===== src/rtl/geig_stack_pkg.sv =====
// Shared types and constants for the Geiger sample stack harness.
// Word/byte sizing, sync marker, serializer state enum, byte helper.
package geig_stack_pkg;

  localparam int WORD_W = 48;
  localparam int BYTES_PER_WORD = 6;
  localparam logic [7:0] SYNC_BYTE = 8'hA5;

  typedef logic [WORD_W-1:0] word_t;

  typedef enum logic [1:0] {
    S_IDLE,
    S_SYNC,
    S_BYTE
  } ser_state_t;

  // idx 5 selects [47:40], idx 0 selects [7:0]
  function automatic logic [7:0] byte_of(word_t w, logic [2:0] idx);
    return 8'(w >> {idx, 3'b000});
  endfunction

endpackage


===== src/rtl/geig_stack_if.sv =====
// Push/pop bundle between the harness and its word stack.
// master: push, pop, wdata out; rdata, full, empty in. slave: reverse.
interface geig_stack_if;
  import geig_stack_pkg::*;

  logic  push;
  logic  pop;
  word_t wdata;
  word_t rdata;
  logic  full;
  logic  empty;

  modport master (
    output push, pop, wdata,
    input  rdata, full, empty
  );

  modport slave (
    input  push, pop, wdata,
    output rdata, full, empty
  );

endinterface


===== src/rtl/geig_word_stack.sv =====
// FIFO-ordered word store, DEPTH words (power of two), head on rdata.
// Ports: clk, rst_n (async, low), st (slave: push/pop/wdata/rdata/full/empty).
module geig_word_stack
  import geig_stack_pkg::*;
#(
  parameter int DEPTH = 8
) (
  input  logic clk,
  input  logic rst_n,
  geig_stack_if.slave st
);

  localparam int AW = $clog2(DEPTH);

  word_t         mem [DEPTH];
  logic [AW-1:0] wr_ptr;
  logic [AW-1:0] rd_ptr;
  logic [AW:0]   cnt;
  logic          do_pop;
  logic          do_push;

  assign st.empty = (cnt == '0);
  assign st.full  = (cnt == (AW+1)'(DEPTH));
  assign st.rdata = mem[rd_ptr];

  // a full stack still takes a word if one leaves on the same edge
  assign do_pop  = st.pop && !st.empty;
  assign do_push = st.push && (!st.full || do_pop);

  always_ff @(posedge clk) begin
    if (do_push) mem[wr_ptr] <= st.wdata;
  end

  always_ff @(posedge clk or negedge rst_n) begin
    if (!rst_n) begin
      wr_ptr <= '0;
      rd_ptr <= '0;
      cnt    <= '0;
    end else begin
      if (do_push) wr_ptr <= wr_ptr + 1'b1;
      if (do_pop)  rd_ptr <= rd_ptr + 1'b1;
      cnt <= cnt + (AW+1)'(do_push) - (AW+1)'(do_pop);
    end
  end

endmodule


===== src/flat_wrapper.sv =====
// flat-port wrapper written by rule: the top's interface ports become plain ports
module geig_word_stack_flat import geig_stack_pkg::*;
#(
  parameter int DEPTH = 8
)
  (clk, rst_n, st_push, st_pop, st_wdata, st_rdata, st_full, st_empty);
  geig_stack_if st_i ();
  input  logic clk;
  input  logic rst_n;
  input wire logic [$bits(st_i.push)-1:0] st_push;
  input wire logic [$bits(st_i.pop)-1:0] st_pop;
  input wire logic [$bits(st_i.wdata)-1:0] st_wdata;
  output wire logic [$bits(st_i.rdata)-1:0] st_rdata;
  output wire logic [$bits(st_i.full)-1:0] st_full;
  output wire logic [$bits(st_i.empty)-1:0] st_empty;
  assign st_i.push = st_push;
  assign st_i.pop = st_pop;
  assign st_i.wdata = st_wdata;
  assign st_rdata = st_i.rdata;
  assign st_full = st_i.full;
  assign st_empty = st_i.empty;
  geig_word_stack #(.DEPTH(DEPTH)) u_core (.clk(clk), .rst_n(rst_n), .st(st_i));
endmodule

===== config.mk =====
export PLATFORM = sky130hd
export DESIGN_NAME = geig_word_stack_flat
export DESIGN_NICKNAME = d
export VERILOG_FILES = /design/src/rtl/geig_stack_pkg.sv /design/src/rtl/geig_stack_if.sv /design/src/rtl/geig_word_stack.sv /design/src/flat_wrapper.sv
export SDC_FILE = /design/constraint.sdc
export NUM_CORES = 1
export LEC_CHECK = 0
export ABC_AREA = 1
export CORE_UTILIZATION = 45
export DETAILED_ROUTE_END_ITERATION = 7
export PLACE_DENSITY = 0.61
export SLEW_MARGIN = 0
export SYNTH_ARGS = -nofsm -noshare
export SYNTH_HDL_FRONTEND = slang
export SYNTH_SLANG_ARGS = --single-unit
export TNS_END_PERCENT = 20

===== constraint.sdc =====
create_clock -name clk -period 4.9 [get_ports clk]
set_input_delay 0.98 -clock clk [delete_from_list [all_inputs] [get_ports clk]]
set_output_delay 0.98 -clock clk [all_outputs]
set_load 0.02 [all_outputs]

Word-level counts from Yosys, hierarchy flattened --
Memory sizes are Yosys's and may differ from the RTL's. Cells that the tools add are included.
Cells by class: add/sub/neg operators 4, eq/ne operators 1, multiplexer cells 2, reductions and logical operators 6
Operator list (count):
- 3-bit by 1-bit adder with 3-bit output (second input constant) | 2
- 4-bit by 1-bit adder with 4-bit output | 1
- 4-bit == test (second input constant) | 1
- 4-bit logical NOT | 1
- 4-bit by 1-bit subtractor with 4-bit output | 1
- 1-bit logical AND | 2
- 1-bit logical NOT | 2
- 1-bit 2-to-1 mux | 2
- 1-bit logical OR | 1
Word-level totals: register bits after elaboration 10, bits in writable memories 384, bits of input ports 52, output and inout port bits 50, word-level logic and storage cells 17, memories 1
Memories:
- u_core.mem | depth 8, bits a word 48, rd ports 1, clocked after Yosys merged registers in 0, write ports 1, RTL line geig_word_stack.sv:15 | word_t mem [DEPTH];

Depth between registers and ports, before layout --
word-level depth 7, gate-level depth with buffers 11, gate-level depth less buffers 11

Worst setup path after synthesis --
OpenSTA, ideal clock, no wires.
path type input to register, start point input port st_pop, end point memory u_core.mem[0][0] (netlist name), enable pin, setup time 454 ps, arrival 3380 ps, required time 4446 ps, path slack 1066 ps, stages on the path 4, buffers on the path 0, cells stage by stage nand2_1 -> nand2_1 -> nand2_1 -> nor2_1
On the way: word-level cells in the longest chain between the ends 5
RTL lines:
- start: declaration | RTL line flat_wrapper.sv:11 | input wire logic [$bits(st_i.pop)-1:0] st_pop;
- 1-bit logical AND | RTL line geig_word_stack.sv:27 | assign do_pop = st.pop && !st.empty;
- 1-bit logical OR | RTL line geig_word_stack.sv:28 | assign do_push = st.push && (!st.full || do_pop);
- 1-bit logical AND | RTL line geig_word_stack.sv:28
- 1-bit 2-to-1 mux | RTL line geig_word_stack.sv:31 | if (do_push) mem[wr_ptr] <= st.wdata;
- 1-bit 2-to-1 mux (implied by the code) | RTL line geig_word_stack.sv:31
- end: declaration | RTL line geig_word_stack.sv:15
No other way between the ends.

Worst setup path in the final report --
start point register u_core.rd_ptr[0], end point output port st_rdata[23]
On the way: word-level cells in the longest chain between the ends 1
RTL lines:
- start: declaration | RTL line geig_word_stack.sv:17 | logic [AW-1:0] rd_ptr;
- start signal: assignment | RTL line geig_word_stack.sv:41 | if (do_pop) rd_ptr <= rd_ptr + 1'b1;
- memory 8 x 48 bit
- end: declaration | RTL line flat_wrapper.sv:13 | output wire logic [$bits(st_i.rdata)-1:0] st_rdata;
No other way between the ends.

==> metrics <==
asr flop ratio synth=0.0254; Gate Count Post-Synth=1357; Hold Buf Count CTS=0; filler instances=about 2900; placer congestion estimate=0.706; power per cell area=630 mW/mm2; Remaining Overflow, GRT=0; leakage=roughly 7.0 nW; die height=191 um; largest net degree at the start of global routing=approximately 240; ant diodes=0; WHS=roughly 0.6 ns; Seq pwr share=0.366; Crit Path Max Fanout=241; nets in the synthesized netlist=1418; DP Wirelength=between 15000 and 20000 um; Slew headroom=0.279; Comb power frac=0.379; clock power share=0.254; clk sinks=roughly 390; WP data arrival=a little over 3 ns; Clock H-tree levels=2; total setup buffers inserted after CTS=0; Yosys cell types=23; drt wl/cell=17.9 um; final WL=between 30000 and 40000 um; post-route ant nets=0; slowest stage delay, CP=0.69 ns; clock transition at the registers of the reported paths=around 0.06 ns; most used cell along the critical path=nand2_1; Least-Margin Pin Slew=1.08 ns; Clock Tree Buf Depth=3; crit-path cells=buf_12 -> o21ai_0 -> o21ai_1 -> nand2_1 -> nand2_1 -> clkdlybuf4s50_1; Setup Skew=0.0121 ns; run status=complete, no violations; VDD IR max=0.546 mV; CP Launch Type=flop; setup violators final=0; Place WS=1.42 ns; Syn Area/Cell=between 10 and 15 um2; nets@finish=1505; Design Area, Final=around 0.019 mm2; Synth warnings=0; unrepaired setup endpoints after global routing=false; share of cells above drive strength 1=0.0589; mapped cell area=0.0161 mm2; Fin. Hold Viols=0; Die ar.=about 0.036 mm2; crit path time final=4.04 ns; drc violations=0; Core Area=0.0348 mm2; Top FF cell, synth=edfxtp_1; sequential fraction of the synthesis area=0.734; fin crit share=0.824; switching share of total power=0.363; initial antenna violation count=3; Via-to-Cell Ratio=5.11; post-route setup TNS=0 ns; # IOs=102; first-pass GRT wire length=53300 um; EDFF count, synth=384; CP required=3.92 ns; # Max-Cap Violations=0; Hold Crit Class=reg2reg; TritonRoute pass-1 iters=5; worst setup path category=reg2out; initial DRC count=733; CTS buffer count=between 40 and 50; Port-buffer cells=101; Area growth, synth to finish=16.7%; Slowest cell on crit path=buf_12; CTS tree=built; Synth Register Bits=394; Setup WS post-layout=0.863 ns; Net Sw Power=roughly 4.3 mW; CTS root buf=clkbuf_16; Initial Utilization=0.462; GRT Util Overall=0.193; Int Power=between 7 and 8 mW; Worst-Skew Late Latency=0.53 ns; Worst Setup End Kind=output port; Via Count=between 9000 and 10000; CTS resizes=0; Max Slew Vio Count=0; Die X=191 um; num rows=between 60 and 70; Peak Freq=around 250 MHz; vias in the first global route=between 9000 and 10000; Area after DPL=0.0174 mm2
==> power groups by stage <==
stage	registers (mW)	clock network [mW]	logic, mW
2_1_floorplan	4.38	0	2.97
3_3_place_gp	4.39	0	4.48
5_1_grt	4.36	3.17	4.99
4_1_cts	4.33	3.06	4.55
3_5_place_dp	4.40	0	4.53
6_report	4.33	3.00	4.48
==> kinds of logic (layout without fill, tap and decap cells) <==
kind of cell,count (synthesis),in the layout,share of synthesized area
AOI/OAI and AO/OA,194,194,0.0679
xor gates and xnor gates,3,3,0.00164
adders and majority gates,9,9,0.00748
buffers and inverters,140,259,0.0440
DFF,394,394,0.734
and+or+nand+nor,617,617,0.145
==> registers in the layout, indices dropped and copies added, names as in the netlist <==
name / count
u_core.mem: 384
u_core.cnt: 4
u_core.rd_ptr: 3
u_core.wr_ptr: 3
==> stage by stage <==
| step | cells | total power [mW] | utilization |
|---|---|---|---|
| 2_1_floorplan | 1357 | 7.35 | - |
| 3_3_place_gp | 1855 | 8.87 | 0.501 |
| 3_5_place_dp | 1855 | 8.92 | 0.501 |
| 4_1_cts | 1931 | 11.9 | 0.539 |
| 5_1_grt | 1931 | 12.5 | 0.539 |
| 6_report | 1931 | 11.8 | 0.539 |
==> cell type report <==
type	count	area, um2	area share
Clock buffer	57	1170	0.0625
Clock inverter	19	141	0.00754
Inverter	66	251	0.0134
Multi-Input combinational cell	823	3630	0.194
Sequential cell	394	11800	0.629
Tap cell	455	569	0.0304
Timing Repair Buffer	117	1190	0.0637
==> routing by layer <==
layer	vias to the layer above	part of all wire	wire length (um)	GRT usage
met4	6	0.019	661	0.0498
li1	4800	-	-	-
met5	-	0.0012	42	0
met1	4767	0.46	15800	0.267
met2	233	0.47	16300	0.315
met3	58	0.052	1800	0.0327
==> path summary, 6_finish.rpt <==
path / end / from / cells past startpoint / slack (ns)
setup / recovery: st_rdata[23] / u_core.rd_ptr[0]$_DFFE_PN0P_ / 6 / 0.86
hold / removal: u_core.wr_ptr[2]$_DFFE_PN0P_ / u_core.wr_ptr[2]$_DFFE_PN0P_ / 2 / 0.62
setup reg to reg: u_core.mem[7][9]$_DFFE_PP_ / u_core.cnt[2]$_DFF_PN0_ / 8 / 2.27
hold reg to reg: u_core.wr_ptr[2]$_DFFE_PN0P_ / u_core.wr_ptr[2]$_DFFE_PN0P_ / 2 / 0.62
max in group asynchronous: u_core.rd_ptr[0]$_DFFE_PN0P_ / rst_n / 1 / 3.72
min in group asynchronous: u_core.rd_ptr[1]$_DFFE_PN0P_ / rst_n / 1 / 0.79
==> worst max-delay path: cells and delay by family (launching register included) <==
family | cells | cell delay (ns)
buf+inv | 2 | 1.30
flops | 1 | 0.45
compound gates | 2 | 0.39
simple gates | 2 | 0.20
==> Yosys cell counts (2+ instances only) <==
library cell,count,area [um2]
buf_1,3,11.3
buf_2,28,140
buf_4,5,37.5
buf_6,15,169
clkbuf_1,22,82.6
dfrtp_1,10,250
edfxtp_1,384,11500
ha_1,8,100
inv_1,64,240
nand2_1,454,1700
nand3_1,8,40.0
nor2_1,154,578
o211ai_1,48,360
o21ai_0,47,235
o21ai_1,98,490
xnor2_1,2,17.5
==> placed cells by master (no fill, tap or decap), drive strengths merged <==
master	instances
fa	1
xnor2	2
nand2	454
edfxtp	384
dfrtp	10
bufinv	2
clkbuf	57
nor2	154
nand3	8
inv	65
xor2	1
clkinv	17
o21ai	145
a21oi	1
clkinvlp	1
o211ai	48
ha	8
nor3b	1
buf	16
clkdlybuf4s50	101
(Power assumes the default switching activity.)
